<file path="src/rtl/phase_timer_pkg.sv">
// Shared types and default durations for the traffic-light phase timer.
package phase_timer_pkg;

   localparam logic [1:0] MODE_SHORT  = 2'b00;
   localparam logic [1:0] MODE_LONG   = 2'b01;
   localparam logic [1:0] MODE_YELLOW = 2'b10;
   localparam logic [1:0] MODE_CUSTOM = 2'b11;

   localparam int unsigned DEF_SHORT_CNT  = 7;
   localparam int unsigned DEF_LONG_CNT   = 31;
   localparam int unsigned DEF_YELLOW_CNT = 3;

   typedef enum logic [1:0] {
      ST_IDLE = 2'd0,
      ST_RUN  = 2'd1,
      ST_DONE = 2'd2
   } state_e;

endpackage

</file>
<file path="src/rtl/phase_down_counter.sv">
// CNT_W-bit down-counter with synchronous load, decrement enable and zero flag.
module phase_down_counter #(
   parameter int CNT_W = 8
) (
   input  logic             clk,
   input  logic             rst,
   input  logic             load_i,
   input  logic [CNT_W-1:0] load_val_i,
   input  logic             dec_i,
   output logic [CNT_W-1:0] count_o,
   output logic             zero_o
);

   logic [CNT_W-1:0] count_q, count_d;

   always_comb begin
      count_d = count_q;
      if (load_i) begin
         count_d = load_val_i;
      end else if (dec_i) begin
         count_d = count_q - 1'b1;
      end
   end

   always_ff @(posedge clk or posedge rst) begin
      if (rst) begin
         count_q <= '0;
      end else begin
         count_q <= count_d;
      end
   end

   assign count_o = count_q;
   assign zero_o  = (count_q == '0);

endmodule

</file>
<file path="src/rtl/phase_timer.sv">
// Phase-duration timer: FSM, duration select and sticky/pulse outputs.
// Optional periodic reload on expiry when PHASE_TIMER_AUTO_RELOAD_EN is defined.
module phase_timer
   import phase_timer_pkg::*;
#(
   parameter int          CNT_W      = 8,
   parameter int unsigned SHORT_CNT  = DEF_SHORT_CNT,
   parameter int unsigned LONG_CNT   = DEF_LONG_CNT,
   parameter int unsigned YELLOW_CNT = DEF_YELLOW_CNT
) (
   input  logic             clk,
   input  logic             rst,
   input  logic             st,
   input  logic [1:0]       mode,
   input  logic [CNT_W-1:0] load_val,
   input  logic             hold,
   output logic             y,
   output logic             done_pulse,
   output logic             busy,
   output logic [CNT_W-1:0] count
);

   if (CNT_W < 2) begin : g_width_chk
      $error("phase_timer: CNT_W must be at least 2");
   end

   if (((SHORT_CNT >> CNT_W) != 0) || ((LONG_CNT >> CNT_W) != 0) ||
       ((YELLOW_CNT >> CNT_W) != 0)) begin : g_trunc_chk
      $warning("phase_timer: duration parameter truncated to CNT_W bits");
   end

   localparam logic [CNT_W-1:0] SHORT_T  = CNT_W'(SHORT_CNT);
   localparam logic [CNT_W-1:0] LONG_T   = CNT_W'(LONG_CNT);
   localparam logic [CNT_W-1:0] YELLOW_T = CNT_W'(YELLOW_CNT);

   state_e           state_q, state_d;
   logic [CNT_W-1:0] term_q, term_d;
   logic             y_q, y_d;
   logic             done_q, done_d;
   logic [CNT_W-1:0] sel_term;
   logic             cnt_load, cnt_dec, cnt_zero;
   logic [CNT_W-1:0] cnt_load_val;

   always_comb begin
      case (mode)
         MODE_SHORT:  sel_term = SHORT_T;
         MODE_LONG:   sel_term = LONG_T;
         MODE_YELLOW: sel_term = YELLOW_T;
         default:     sel_term = load_val;
      endcase
   end

   always_comb begin
      state_d      = state_q;
      term_d       = term_q;
      y_d          = y_q;
      done_d       = 1'b0;
      cnt_load     = 1'b0;
      cnt_load_val = term_q;
      cnt_dec      = 1'b0;
      if (st) begin
         term_d       = sel_term;
         cnt_load     = 1'b1;
         cnt_load_val = sel_term;
         y_d          = 1'b0;
         state_d      = ST_RUN;
      end else if (state_q == ST_RUN && !hold) begin
         if (cnt_zero) begin
            y_d    = 1'b1;
            done_d = 1'b1;
`ifdef PHASE_TIMER_AUTO_RELOAD_EN
            cnt_load = 1'b1;
`else
            state_d  = ST_DONE;
`endif
         end else begin
            cnt_dec = 1'b1;
         end
      end
   end

   always_ff @(posedge clk or posedge rst) begin
      if (rst) begin
         state_q <= ST_IDLE;
         term_q  <= '0;
         y_q     <= 1'b0;
         done_q  <= 1'b0;
      end else begin
         state_q <= state_d;
         term_q  <= term_d;
         y_q     <= y_d;
         done_q  <= done_d;
      end
   end

   phase_down_counter #(.CNT_W(CNT_W)) u_cnt (
      .clk        (clk),
      .rst        (rst),
      .load_i     (cnt_load),
      .load_val_i (cnt_load_val),
      .dec_i      (cnt_dec),
      .count_o    (count),
      .zero_o     (cnt_zero)
   );

   assign y          = y_q;
   assign done_pulse = done_q;
   assign busy       = (state_q == ST_RUN);

endmodule
</file>
<file path="config.mk">
export PLATFORM = sky130hd
export DESIGN_NAME = phase_timer
export DESIGN_NICKNAME = d
export VERILOG_FILES = /design/src/rtl/phase_timer_pkg.sv /design/src/rtl/phase_down_counter.sv /design/src/rtl/phase_timer.sv
export SDC_FILE = /design/constraint.sdc
export NUM_CORES = 1
export LEC_CHECK = 0
export ABC_AREA = 1
export CAP_MARGIN = 20
export CORE_MARGIN = 1.5
export CORE_UTILIZATION = 51
export CTS_CLUSTER_SIZE = 14
export DETAILED_ROUTE_END_ITERATION = 6
export MAX_ROUTING_LAYER = met4
export PLACE_DENSITY = 0.88
export SLEW_MARGIN = 10
export SYNTH_ARGS = -nofsm -noshare
export SYNTH_HDL_FRONTEND = slang
export SYNTH_HIERARCHICAL = 1
export SYNTH_SLANG_ARGS = --single-unit
export TNS_END_PERCENT = 20
</file>
<file path="constraint.sdc">
create_clock -name clk -period 3.2 [get_ports clk]
set_input_delay 0.64 -clock clk [delete_from_list [all_inputs] [get_ports clk]]
set_output_delay 0.64 -clock clk [all_outputs]
set_load 0.05 [all_outputs]
</file>
# Word level (Yosys, flattened, before mapping)
# Index checks and enable logic that the tools add are counted.
[totals]
regBits = 20
inputBits = 14
[classes]
addsub = 1
eq_ne = 3
mux = 17
n_reduce_logical = 8
[ops]
columns = ["op", "count"]
rows = [
  ["two-way mux 8 bit", 3],
  ["one-hot mux 8 bit (3 select lines)", 1],
  ["two-way mux 1 bit", 10],
  ["zero test 8 bit", 1],
  ["subtractor 8 x 1 -> 8 bit, second input constant", 1],
  ["two-way mux 2 bit", 3],
  ["nonzero test 2 bit", 3],
  ["equality test 2 x 1 -> 1 bit, second input constant", 2],
  ["equality test 2 bit, second input constant", 1],
  ["zero test 2 bit", 1],
  ["AND reduction 2 bit", 1],
  ["logical AND 1 bit", 1],
  ["zero test 1 bit", 1],
]

# Depth between registers and ports, before layout
[depth]
depth_word = 6
mapped_depth = 9
ltp_nobuf = 9

# Cells and area by module
# Netlist, hierarchy kept.
[by_module_without_submodules]
columns = ["mod", "n_inst", "cells_per_inst", "area_per_inst_um2", "seq_area_each_um2"]
rows = [
  ["phase_down_counter", 1, 70, 534.3, 200.2],
  ["phase_timer", 1, 54, 491.7, 275.3],
]

# Worst setup path after synthesis
# Ideal clock, no wire load.
[synth_path]
path_kind = "register -> register"
start = "register u_cnt.count_q[0] (netlist: u_cnt/count_o[0])"
end = "register u_cnt.count_q[3] (netlist: u_cnt/count_o[3])"
setup_ps = 67
t_arrival_ps = 2048
slack_ps = 1084
stages_incl_launch_ff = 10
path_buffers = 0
path_cell_list = "dfrtp_1 inv_1 ha_1 nand3_1 nor4_1 nor3_1 nand2_2 a21oi_1 o21ai_0 nand2_1"
[synth_between]
elab_chain_len = 5
[synth_lines]
columns = ["element", "line", "text"]
rows = [
  ["from (decl)", "phase_down_counter.sv:14", "logic [CNT_W-1:0] count_q, count_d;"],
  ["from (signal assigned)", "phase_down_counter.sv:29", "count_q <= count_d;"],
  ["zero test 8 bit", "phase_down_counter.sv:34", "assign zero_o = (count_q == '0);"],
  ["net cnt_zero", "phase_timer.sv:41", "logic cnt_load, cnt_dec, cnt_zero;"],
  ["two-way mux 1 bit", "phase_timer.sv:68", "if (cnt_zero) begin"],
  ["two-way mux 1 bit", "phase_timer.sv:67", "end else if (state_q == ST_RUN && !hold) begin"],
  ["two-way mux 1 bit", "phase_timer.sv:61", "if (st) begin"],
  ["net cnt_dec", "phase_timer.sv:41", ""],
  ["nonzero test 2 bit (no line)", "--", ""],
]
# The timed path passes the listed nets, and every way through them passes these cells. The select of a mux whose other input is x is not followed.
# A chain may end at the register's enable or synchronous reset.

# Final worst setup path
[layout_path]
start = "register u_cnt.count_q[2] (netlist: u_cnt/count_o[2])"
end = "output count[2]"
[layout_rtl]
columns = ["element", "line", "text"]
rows = [
  ["to (decl)", "phase_timer.sv:20", "output logic [CNT_W-1:0] count"],
]
# No word-level cell between the ends.

==> results.txt <==
Fill cells: 161
# resized after CTS: 0
Starting Density: 53.4%
worst hold path type: reg2reg
CP startpoint: u_cnt/count_o[2]$_DFFE_PP0P_
sw frac: 36.2%
Row Count: 16
RSZ-0062 raised after global routing: false
Post-Syn Nets: 140
Data required, critical path: 2560 ps
Int Pwr: 0.375 mW
Die Y: 47.9 microns
Setup Fix Bufs, Post-CTS: 0
max incr delay on CP: 870 ps
Reg2Reg Depth: 9
Max IR drop VDD: 0.337 mV
flops & latches, synth: 19
largest area contributor in the netlist: dfrtp_1
combinational share of power: 31.7%
Port Buffer Count: 24
Crit Path Max Fanout: 7
WL per Instance: 12.9 microns
Netlist cell types: 25
reg2reg start: u_cnt/count_o[0]$_DFFE_PP0P_
max cap viols: 0
setup TNS: 0 ps
first-pass GRT wire length: 3330 microns
drc violations: 0
Vias: 927
Stages on worst setup path: 1
synth top area cells: dfrtp_1, nand2_1, nor2_1
relative slew slack: 58.8%
H-Tree Depth: 1
Hold Path Stages: 2
largest net degree at the start of global routing: 19
IO Count: 25
drt pass-1 iters: 4
drt initial violations: 28
drt total wl: 2290 microns
worst slew pin tran: 614 ps
P&R area growth vs syn: 27.8%
number of CTS-inserted buffers: 3
Setup CP Type: reg2out
Worst setup SP type: flop
Crit. End Element: output port
vias in the first global route: 763
Flop pwr share: 48.0%
sequential share of the synthesized area: 46.3%
EDFF count, synth: 0
fin. max-slew vios: 0
leading cell types by count after synthesis: nand2_1, dfrtp_1, nor2_1
CTS sink cnt: 19
antenna-violating nets left: 0
Leak: 0.625 nW
Reg clk slew, reported paths: 100 ps
count leader, synth: nand2_1
Max Fclk: 428 MHz
nets: 168
fraction of registers with async set/reset: 100%
Hold Slack: 505 ps
Fin. Hold Viols: 0
largest delay contributor family on the critical path: buffers and inverters
CORE AREA: 1920 sq um
slowest CP cell: clkdlybuf4s50_1
placer's final routability congestion estimate: 0.920
Cells after Synth: 124
total global-route track usage: 21.4%
P_sw: 0.213 mW
layout cells sized above 1: 11.3%
die area: 2290 sq um
Synth Warn #: 6
skew final: 2.79 ps
Pwr Density: 449 nW/um^2
Vias/cell: 5.21
crit path time final: 2340 ps
CTS max path bufs: 2
CTS Root Cell: clkbuf_4
Clk pwr share: 20.2%
Mapped Area: 1030 sq um
prevailing post-synth register cell: dfrtp_1
CTS tree: done
Tcrit/Tclk final: 73.0%
CP arrival: 1700 ps
worst path cell trace: clkdlybuf4s50_1
start point of the worst hold path: term_q[7]$_DFF_PP0_
initial antenna violation count: 0
Die X: 47.9 microns
post-detail-place hpwl: 1710 microns
syn avg cell area: 8.27 sq um
Crit path buffers/inverters: 1
Yosys top cell area share: 46.3%
# setup viols final: 0
cts hold-fix bufs: 0
status: complete, no violations
ANT cells: 0
Clock Latency Late Sink: 290 ps
GRT Residual Overflow: 0
[placed cells by master, fill, tap and decap left out, types with 2 or more instances in the layout]
cell type,count
a22oi_1,5
clkbuf_4,3
clkdlybuf4s50_1,24
dfrtp_1,19
ha_1,2
inv_1,13
inv_2,4
nand2_1,28
nand3_1,10
nand4_1,3
nor2_1,15
nor2_2,3
nor2_4,2
o211ai_1,2
o21ai_1,5
[routing by layer]
metal,vias up,part of all wire (%),GRT usage [%]
met3,2,6.5,3.40
met5,-,0,-
met1,424,43,28.5
met2,41,50,34.9
met4,0,0.26,3.24
li1,460,-,-
[stage by stage]
stage | worst slack [ps] | power (mW) | utilization (%) | std cells | area [sq um]
6_report | 863 | 0.588 | 68.2 | 178 | 1310
5_1_grt | 813 | 0.621 | 68.2 | 178 | 1310
4_1_cts | 868 | 0.591 | 68.2 | 178 | 1310
3_5_place_dp | 906 | 0.472 | 66.9 | 174 | 1280
3_3_place_gp | 994 | 0.467 | 66.9 | 174 | 1280
2_1_floorplan | 1080 | 0.406 | - | 124 | 1030
[final cells by class]
class / count / area (sq um) / share of cell area [%]
flip-flops and latches: 19 / 475 / 36.3
multi-input cells: 85 / 453 / 34.5
repair buffers: 25 / 248 / 18.9
inverters: 18 / 75.1 / 5.73
well taps: 27 / 33.8 / 2.58
clock buffers: 4 / 26.3 / 2.00
[logic make-up (layout without fill, tap and decap cells)]
group	count (synthesis)	after routing	synth area share [%]
AOI/OAI and AO/OA	16	16	9.88
xor gates and xnor gates	1	1	0.854
adders and majority gates	2	2	2.44
buffers and inverters	20	47	9.51
DFF	19	19	46.3
and+or+nand+nor	66	66	31.0
[power by group through the flow]
stage / Combinational [mW] / Sequential [mW] / Clock, mW
after floorplan: 0.0794 / 0.327 / 0
after global placement: 0.181 / 0.286 / 0
after detailed placement: 0.185 / 0.286 / 0
after CTS: 0.187 / 0.282 / 0.122
after global routing: 0.201 / 0.285 / 0.135
final: 0.187 / 0.283 / 0.119
[path summary, 6_finish.rpt]
path	end	slack (ps)
max	count[2]	860
min	term_q[7]$_DFF_PP0_	500
max reg2reg	u_cnt/count_o[4]$_DFFE_PP0P_	1170
min reg2reg	term_q[7]$_DFF_PP0_	500
max in group asynchronous	done_pulse$_DFF_PP0_	2250
min in group asynchronous	u_cnt/count_o[4]$_DFFE_PP0P_	620
[flip-flops by register name, summed over array words and instances, names as in the netlist]
| name | count |
|---|---|
| done_pulse | 1 |
| state_q | 2 |
| term_q | 8 |
| u_cnt/count_o | 8 |
No activity file was read; power rests on OpenSTA's default activity.
